==> src/rtl/regfile_write_arbiter.sv <==
// -----------------------------------------------------------------------------
// regfile_write_arbiter
//   Shares the single write port of the 32x64 register file between the
//   pipeline writeback (req0) and the load/debug port (req1). Each requester
//   owns a one-entry holding buffer behind a valid/ready handshake. A
//   round-robin arbiter drains the buffers into a registered write port that
//   also drives the one-hot per-register enable (wr_dec). Writes aimed at the
//   hard-wired zero register are accepted, discarded and counted.
//
// Ports
//   clk                 clock, all state updates on posedge
//   reset               asynchronous, active-low reset
//   req0_valid/ready    writeback handshake; req0_addr/req0_data payload
//   req1_valid/ready    load/debug handshake; req1_addr/req1_data payload
//   wr_en               register-file write strobe (registered)
//   wr_addr/wr_data     register-file write address/data (registered)
//   wr_dec              one-hot enable: bit wr_addr set iff wr_en
//   pending             holding-buffer full flags {hold1, hold0}
//   drop_cnt            saturating count of dropped zero-register writes
// -----------------------------------------------------------------------------
module regfile_write_arbiter #(
  parameter int DATA_W   = 64,
  parameter int ADDR_W   = 5,
  parameter int NUM_REGS = 32,
  parameter int ZERO_REG = 31,
  parameter int DROP_W   = 8
) (
  input  logic                clk,
  input  logic                reset,
  input  logic                req0_valid,
  output logic                req0_ready,
  input  logic [ADDR_W-1:0]   req0_addr,
  input  logic [DATA_W-1:0]   req0_data,
  input  logic                req1_valid,
  output logic                req1_ready,
  input  logic [ADDR_W-1:0]   req1_addr,
  input  logic [DATA_W-1:0]   req1_data,
  output logic                wr_en,
  output logic [ADDR_W-1:0]   wr_addr,
  output logic [DATA_W-1:0]   wr_data,
  output logic [NUM_REGS-1:0] wr_dec,
  output logic [1:0]          pending,
  output logic [DROP_W-1:0]   drop_cnt
);

  localparam logic [ADDR_W-1:0] ZERO_ADDR = ADDR_W'(ZERO_REG);

  typedef enum logic {
    BUF_EMPTY = 1'b0,
    BUF_FULL  = 1'b1
  } buf_state_t;

  // Holding buffers
  buf_state_t          hold0_q, hold0_d;
  buf_state_t          hold1_q, hold1_d;
  logic [ADDR_W-1:0]   addr0_q, addr0_d;
  logic [ADDR_W-1:0]   addr1_q, addr1_d;
  logic [DATA_W-1:0]   data0_q, data0_d;
  logic [DATA_W-1:0]   data1_q, data1_d;

  // Arbiter and write port
  logic                last_grant_q, last_grant_d;
  logic                wr_en_q, wr_en_d;
  logic [ADDR_W-1:0]   wr_addr_q, wr_addr_d;
  logic [DATA_W-1:0]   wr_data_q, wr_data_d;
  logic [NUM_REGS-1:0] wr_dec_q, wr_dec_d;
  logic [DROP_W-1:0]   drop_cnt_q, drop_cnt_d;

  // Combinational helpers
  logic                full0_s, full1_s;
  logic                gnt_valid_s, gnt_idx_s;
  logic                gnt0_s, gnt1_s;
  logic                ready0_s, ready1_s;
  logic                hs0_s, hs1_s;
  logic                drop0_s, drop1_s;
  logic                cap0_s, cap1_s;
  logic [ADDR_W-1:0]   gnt_addr_s;
  logic [DATA_W-1:0]   gnt_data_s;
  logic [DROP_W:0]     drop_inc_s;
  logic [DROP_W:0]     drop_sum_s;

  // Arbitration, handshake decode and ready generation
  always_comb begin
    full0_s     = (hold0_q == BUF_FULL);
    full1_s     = (hold1_q == BUF_FULL);
    gnt_valid_s = 1'b0;
    gnt_idx_s   = 1'b0;
    case ({full1_s, full0_s})
      2'b01: begin
        gnt_valid_s = 1'b1;
        gnt_idx_s   = 1'b0;
      end
      2'b10: begin
        gnt_valid_s = 1'b1;
        gnt_idx_s   = 1'b1;
      end
      2'b11: begin
        // Contention: favour whoever did not win last time.
        gnt_valid_s = 1'b1;
        gnt_idx_s   = ~last_grant_q;
      end
      default: begin
        gnt_valid_s = 1'b0;
        gnt_idx_s   = 1'b0;
      end
    endcase
    gnt0_s   = gnt_valid_s & (gnt_idx_s == 1'b0);
    gnt1_s   = gnt_valid_s & (gnt_idx_s == 1'b1);
    // A buffer being drained this edge can accept a refill on the same edge.
    ready0_s = ~full0_s | gnt0_s;
    ready1_s = ~full1_s | gnt1_s;
    hs0_s    = req0_valid & ready0_s;
    hs1_s    = req1_valid & ready1_s;
    drop0_s  = hs0_s & (req0_addr == ZERO_ADDR);
    drop1_s  = hs1_s & (req1_addr == ZERO_ADDR);
    cap0_s   = hs0_s & ~drop0_s;
    cap1_s   = hs1_s & ~drop1_s;
    if (gnt_idx_s) begin
      gnt_addr_s = addr1_q;
      gnt_data_s = data1_q;
    end else begin
      gnt_addr_s = addr0_q;
      gnt_data_s = data0_q;
    end
  end

  // Holding-buffer next state: refill takes priority over drain
  always_comb begin
    hold0_d = hold0_q;
    addr0_d = addr0_q;
    data0_d = data0_q;
    hold1_d = hold1_q;
    addr1_d = addr1_q;
    data1_d = data1_q;
    if (cap0_s) begin
      hold0_d = BUF_FULL;
      addr0_d = req0_addr;
      data0_d = req0_data;
    end else if (gnt0_s) begin
      hold0_d = BUF_EMPTY;
    end else begin
      hold0_d = hold0_q;
    end
    if (cap1_s) begin
      hold1_d = BUF_FULL;
      addr1_d = req1_addr;
      data1_d = req1_data;
    end else if (gnt1_s) begin
      hold1_d = BUF_EMPTY;
    end else begin
      hold1_d = hold1_q;
    end
  end

  // Saturating dropped-write counter; up to two drops per cycle
  always_comb begin
    drop_inc_s = {{DROP_W{1'b0}}, drop0_s} + {{DROP_W{1'b0}}, drop1_s};
    drop_sum_s = {1'b0, drop_cnt_q} + drop_inc_s;
    // The sum never exceeds all-ones plus 2, so the carry bit flags overflow.
    if (drop_sum_s[DROP_W]) begin
      drop_cnt_d = {DROP_W{1'b1}};
    end else begin
      drop_cnt_d = drop_sum_s[DROP_W-1:0];
    end
  end

  // Write-port next state: strobe, payload and one-hot decode
  always_comb begin
    wr_en_d      = gnt_valid_s;
    wr_addr_d    = wr_addr_q;
    wr_data_d    = wr_data_q;
    wr_dec_d     = {NUM_REGS{1'b0}};
    last_grant_d = last_grant_q;
    if (gnt_valid_s) begin
      wr_addr_d    = gnt_addr_s;
      wr_data_d    = gnt_data_s;
      last_grant_d = gnt_idx_s;
      for (int i = 0; i < NUM_REGS; i++) begin
        wr_dec_d[i] = (gnt_addr_s == ADDR_W'(i));
      end
    end else begin
      wr_dec_d = {NUM_REGS{1'b0}};
    end
  end

  // State registers; reset discards buffered writes
  always_ff @(posedge clk or negedge reset) begin
    if (!reset) begin
      hold0_q      <= BUF_EMPTY;
      hold1_q      <= BUF_EMPTY;
      addr0_q      <= {ADDR_W{1'b0}};
      addr1_q      <= {ADDR_W{1'b0}};
      data0_q      <= {DATA_W{1'b0}};
      data1_q      <= {DATA_W{1'b0}};
      last_grant_q <= 1'b1;
      wr_en_q      <= 1'b0;
      wr_addr_q    <= {ADDR_W{1'b0}};
      wr_data_q    <= {DATA_W{1'b0}};
      wr_dec_q     <= {NUM_REGS{1'b0}};
      drop_cnt_q   <= {DROP_W{1'b0}};
    end else begin
      hold0_q      <= hold0_d;
      hold1_q      <= hold1_d;
      addr0_q      <= addr0_d;
      addr1_q      <= addr1_d;
      data0_q      <= data0_d;
      data1_q      <= data1_d;
      last_grant_q <= last_grant_d;
      wr_en_q      <= wr_en_d;
      wr_addr_q    <= wr_addr_d;
      wr_data_q    <= wr_data_d;
      wr_dec_q     <= wr_dec_d;
      drop_cnt_q   <= drop_cnt_d;
    end
  end

  assign req0_ready = ready0_s;
  assign req1_ready = ready1_s;
  assign wr_en      = wr_en_q;
  assign wr_addr    = wr_addr_q;
  assign wr_data    = wr_data_q;
  assign wr_dec     = wr_dec_q;
  assign pending    = {full1_s, full0_s};
  assign drop_cnt   = drop_cnt_q;

endmodule

==> config.mk <==
export PLATFORM = sky130hd
export DESIGN_NAME = regfile_write_arbiter
export DESIGN_NICKNAME = d
export VERILOG_FILES = /design/src/rtl/regfile_write_arbiter.sv
export SDC_FILE = /design/constraint.sdc
export NUM_CORES = 1
export LEC_CHECK = 0
export ABC_AREA = 0
export CAP_MARGIN = 10
export CORE_MARGIN = 2
export CORE_UTILIZATION = 32
export CTS_CLUSTER_DIAMETER = 100
export DETAILED_ROUTE_END_ITERATION = 10
export GPL_TIMING_DRIVEN = 1
export PLACE_DENSITY_LB_ADDON = 0.08
export SYNTH_ARGS = -nofsm -noshare
export SYNTH_HDL_FRONTEND = slang
export SYNTH_SLANG_ARGS = --single-unit
==> constraint.sdc <==
create_clock -name clk -period 4.35 [get_ports clk]
set_input_delay 1.305 -clock clk [delete_from_list [all_inputs] [get_ports clk]]
set_output_delay 1.305 -clock clk [all_outputs]
set_load 0.01 [all_outputs]
==> metrics.txt <==
Max Cap Viol 0; Filler Cell Count around 3100; vias in the first global route roughly 7800; gr busiest metal met2; minimum clock period ~3.2 ns; Setup Buffers After CTS 0; DP HPWL around 18000 um; clk buf depth 3; crit start category register; Yosys top cell area share 0.598; # DRC 0; GRT overflow 0; top post-synthesis cells by area dfrtp_1, mux2_2, o22ai_1; synthesized flop and latch total 251; met2 Use GR 0.278; CTS tree yes; power density over the cells a little over 600 nW/um^2; hold-critical path depth 1; Final Cell Area 14400 um^2; Hold WC Path Type register to register; reg2reg path depth 5; Initial Util 0.323; Tcrit/Tclk final 0.744; Syn Inst Count approximately 800; Pleak between 5 and 6 nW; met1 Resource Use GR 0.222; final net count between 1000 and 1500; Site Rows 66; critical path fanouts, max 7; clock skew between 0.01 and 0.015 ns; cts hold-fix bufs 0; CTS buffer count 29; initial antenna violation count 2; # IOs approximately 260; fmax 309 MHz; drt wl/cell approximately 19 um; Post-synth EDFFs 0; Main synth FF type dfrtp_1; first-pass GRT wire length approximately 45000 um; Syn Nets 962; Cell Count, Final, Fillers Out between 1500 and 2000; Die Area approximately 34000 um^2; Post-CTS Resized 0; GRT Overall Usage 0.169; Distinct cells, synth 41; Die H around 180 um; sequential area share after synthesis 0.600; Layout Area Growth over Synthesis 37.3%; Core Footprint between 30000 and 40000 um^2; share of layout cells above drive strength 1 0.238; Worst Setup End Kind output pin; DR vias/cell roughly 4.8; post-synth top area cell dfrtp_1; CTS H-Tree Depth 1; critical path data arrival time between 1.5 and 2 ns; Antenna Nets Post-Route 0; setup TNS 0 ns; I/O Buffers between 200 and 300; clock-pin slew on the worst setup and hold paths 0.06 ns; die width ~180 um; Final Setup Violations 0; Syn Std Cell Area around 10000 um^2; Post-synth ARST share 1.00; Worst Path Required 3.04 ns; synthesized area per cell 12.8 um^2; final-report max-slew violation count 0; largest net degree at the start of global routing a little under 90; critical path type register to output pin; placed instance area about 13000 um^2; dpl cells 1470; worst skew pair latency about 0.53 ns; status complete, no violations; CTS Sinks approximately 250; via count around 7300; Final Power about 8.9 mW; Pre-antenna DRT Iters 4; synth warn 0; unrepaired setup endpoints after global routing no; WL final roughly 29000 um; Final Hold Vio Count 0; First DRT Iteration DRCs about 290; Slew headroom 0.350; GPL Wtd Cong ~0.76; worst slew pin tran 0.975 ns; Antenna diodes 0; met3 usage 0.0537; Max IR drop VDD about 0.28 mV; clock root cell clkbuf_16
## where the power goes
part | switching [mW] | internal (mW)
sequential | 0.436 | 3.06
clock | 0.930 | 1.40
combinational | 1.43 | 1.63
total | 2.80 | 6.09
## cell type report
class                   instances  area, um^2  share of cell area
inverters                       8        30.0             0.00209
clock inverters                 3        40.0             0.00279
well taps                     442         553              0.0385
multi-input cells             498        3870               0.269
repair buffers                271        2730               0.190
clock buffers                  47         863              0.0601
flip-flops and latches        251        6280               0.437
## placed cells by master (no fill, tap or decap), drive strengths merged
master	n
a21bo	2
a21boi	1
a21o	1
a21oi	7
a22o	1
a2bb2oi	6
a31oi	6
a32oi	2
and2	2
and3	2
and4	2
and4b	1
buf	17
bufinv	1
clkbuf	47
clkdlybuf4s50	254
clkinv	2
dfrtp	250
dfstp	1
fa	1
ha	1
inv	8
mux2	190
mux2i	6
nand2	11
nand2b	3
nand3	4
nand3b	1
nor2	83
nor2b	6
nor3	56
nor4	32
o211ai	2
o21a	1
o21ai	1
o22ai	56
o32ai	8
or2	3
## state kept, by name, indices dropped and copies added, names as in the netlist
name,flops
wr_en,1
data1_q,64
wr_addr,5
drop_cnt,8
addr1_q,5
last_grant_q,1
addr0_q,5
full0_s,1
data0_q,64
wr_data,64
full1_s,1
wr_dec,32
## metal layers
metal | part of all wire | wire length [um]
met5 | 0.00045 | 13
met4 | 0.015 | 431
met3 | 0.077 | 2210
met2 | 0.47 | 13500
met1 | 0.43 | 12400
## per-stage QoR
step	setup WS, ns	util	hold WS [ns]
3_5_place_dp	0.908	0.416	0.483
5_1_grt	1.04	0.444	0.519
6_report	1.11	0.444	0.493
3_3_place_gp	0.938	0.416	0.478
4_1_cts	1.08	0.444	0.495
2_1_floorplan	1.60	-	0.480
## synth_stat cells, types with 5 or more instances
library cell    n
a21oi_1         7
a2bb2oi_1       6
a31oi_1         6
buf_1          11
buf_2          20
buf_4           7
clkbuf_1       21
dfrtp_1       250
inv_1           8
mux2_2        189
mux2i_1         5
nand2_1        11
nor2_1         83
nor2b_1         6
nor3_1         56
nor4_1         32
o22ai_1        56
o32ai_1         8
## logic make-up (layout without fill, tap and decap cells)
| family | after synthesis | in the layout | share of synthesized area |
|---|---|---|---|
| AND/OR/NAND/NOR | 206 | 206 | 0.0944 |
| buffers and inverters | 69 | 329 | 0.0311 |
| adder cells (fa/ha/maj) | 2 | 2 | 0.00311 |
| multiplexers | 196 | 196 | 0.211 |
| flip-flops | 251 | 251 | 0.600 |
| AO/OA/AOI/OAI | 94 | 94 | 0.0606 |
## final timing paths
kind,start,endpoint,slack [ns]
max reg2reg,full0_s,wr_data[7],1.59
min reg2reg,wr_addr[4],wr_addr[4],0.49
min in group asynchronous,reset,data1_q[58],0.78
max,last_grant_q,req0_ready,1.11
max in group asynchronous,reset,data0_q[24],2.69
min,wr_addr[4],wr_addr[4],0.49
## worst max-delay path: stages (launching register included)
cell	delay, ns
dfstp_2	0.63
nand3b_1	0.21
clkdlybuf4s50_1	0.57
Note: power is estimated with default switching activity, not from simulation.
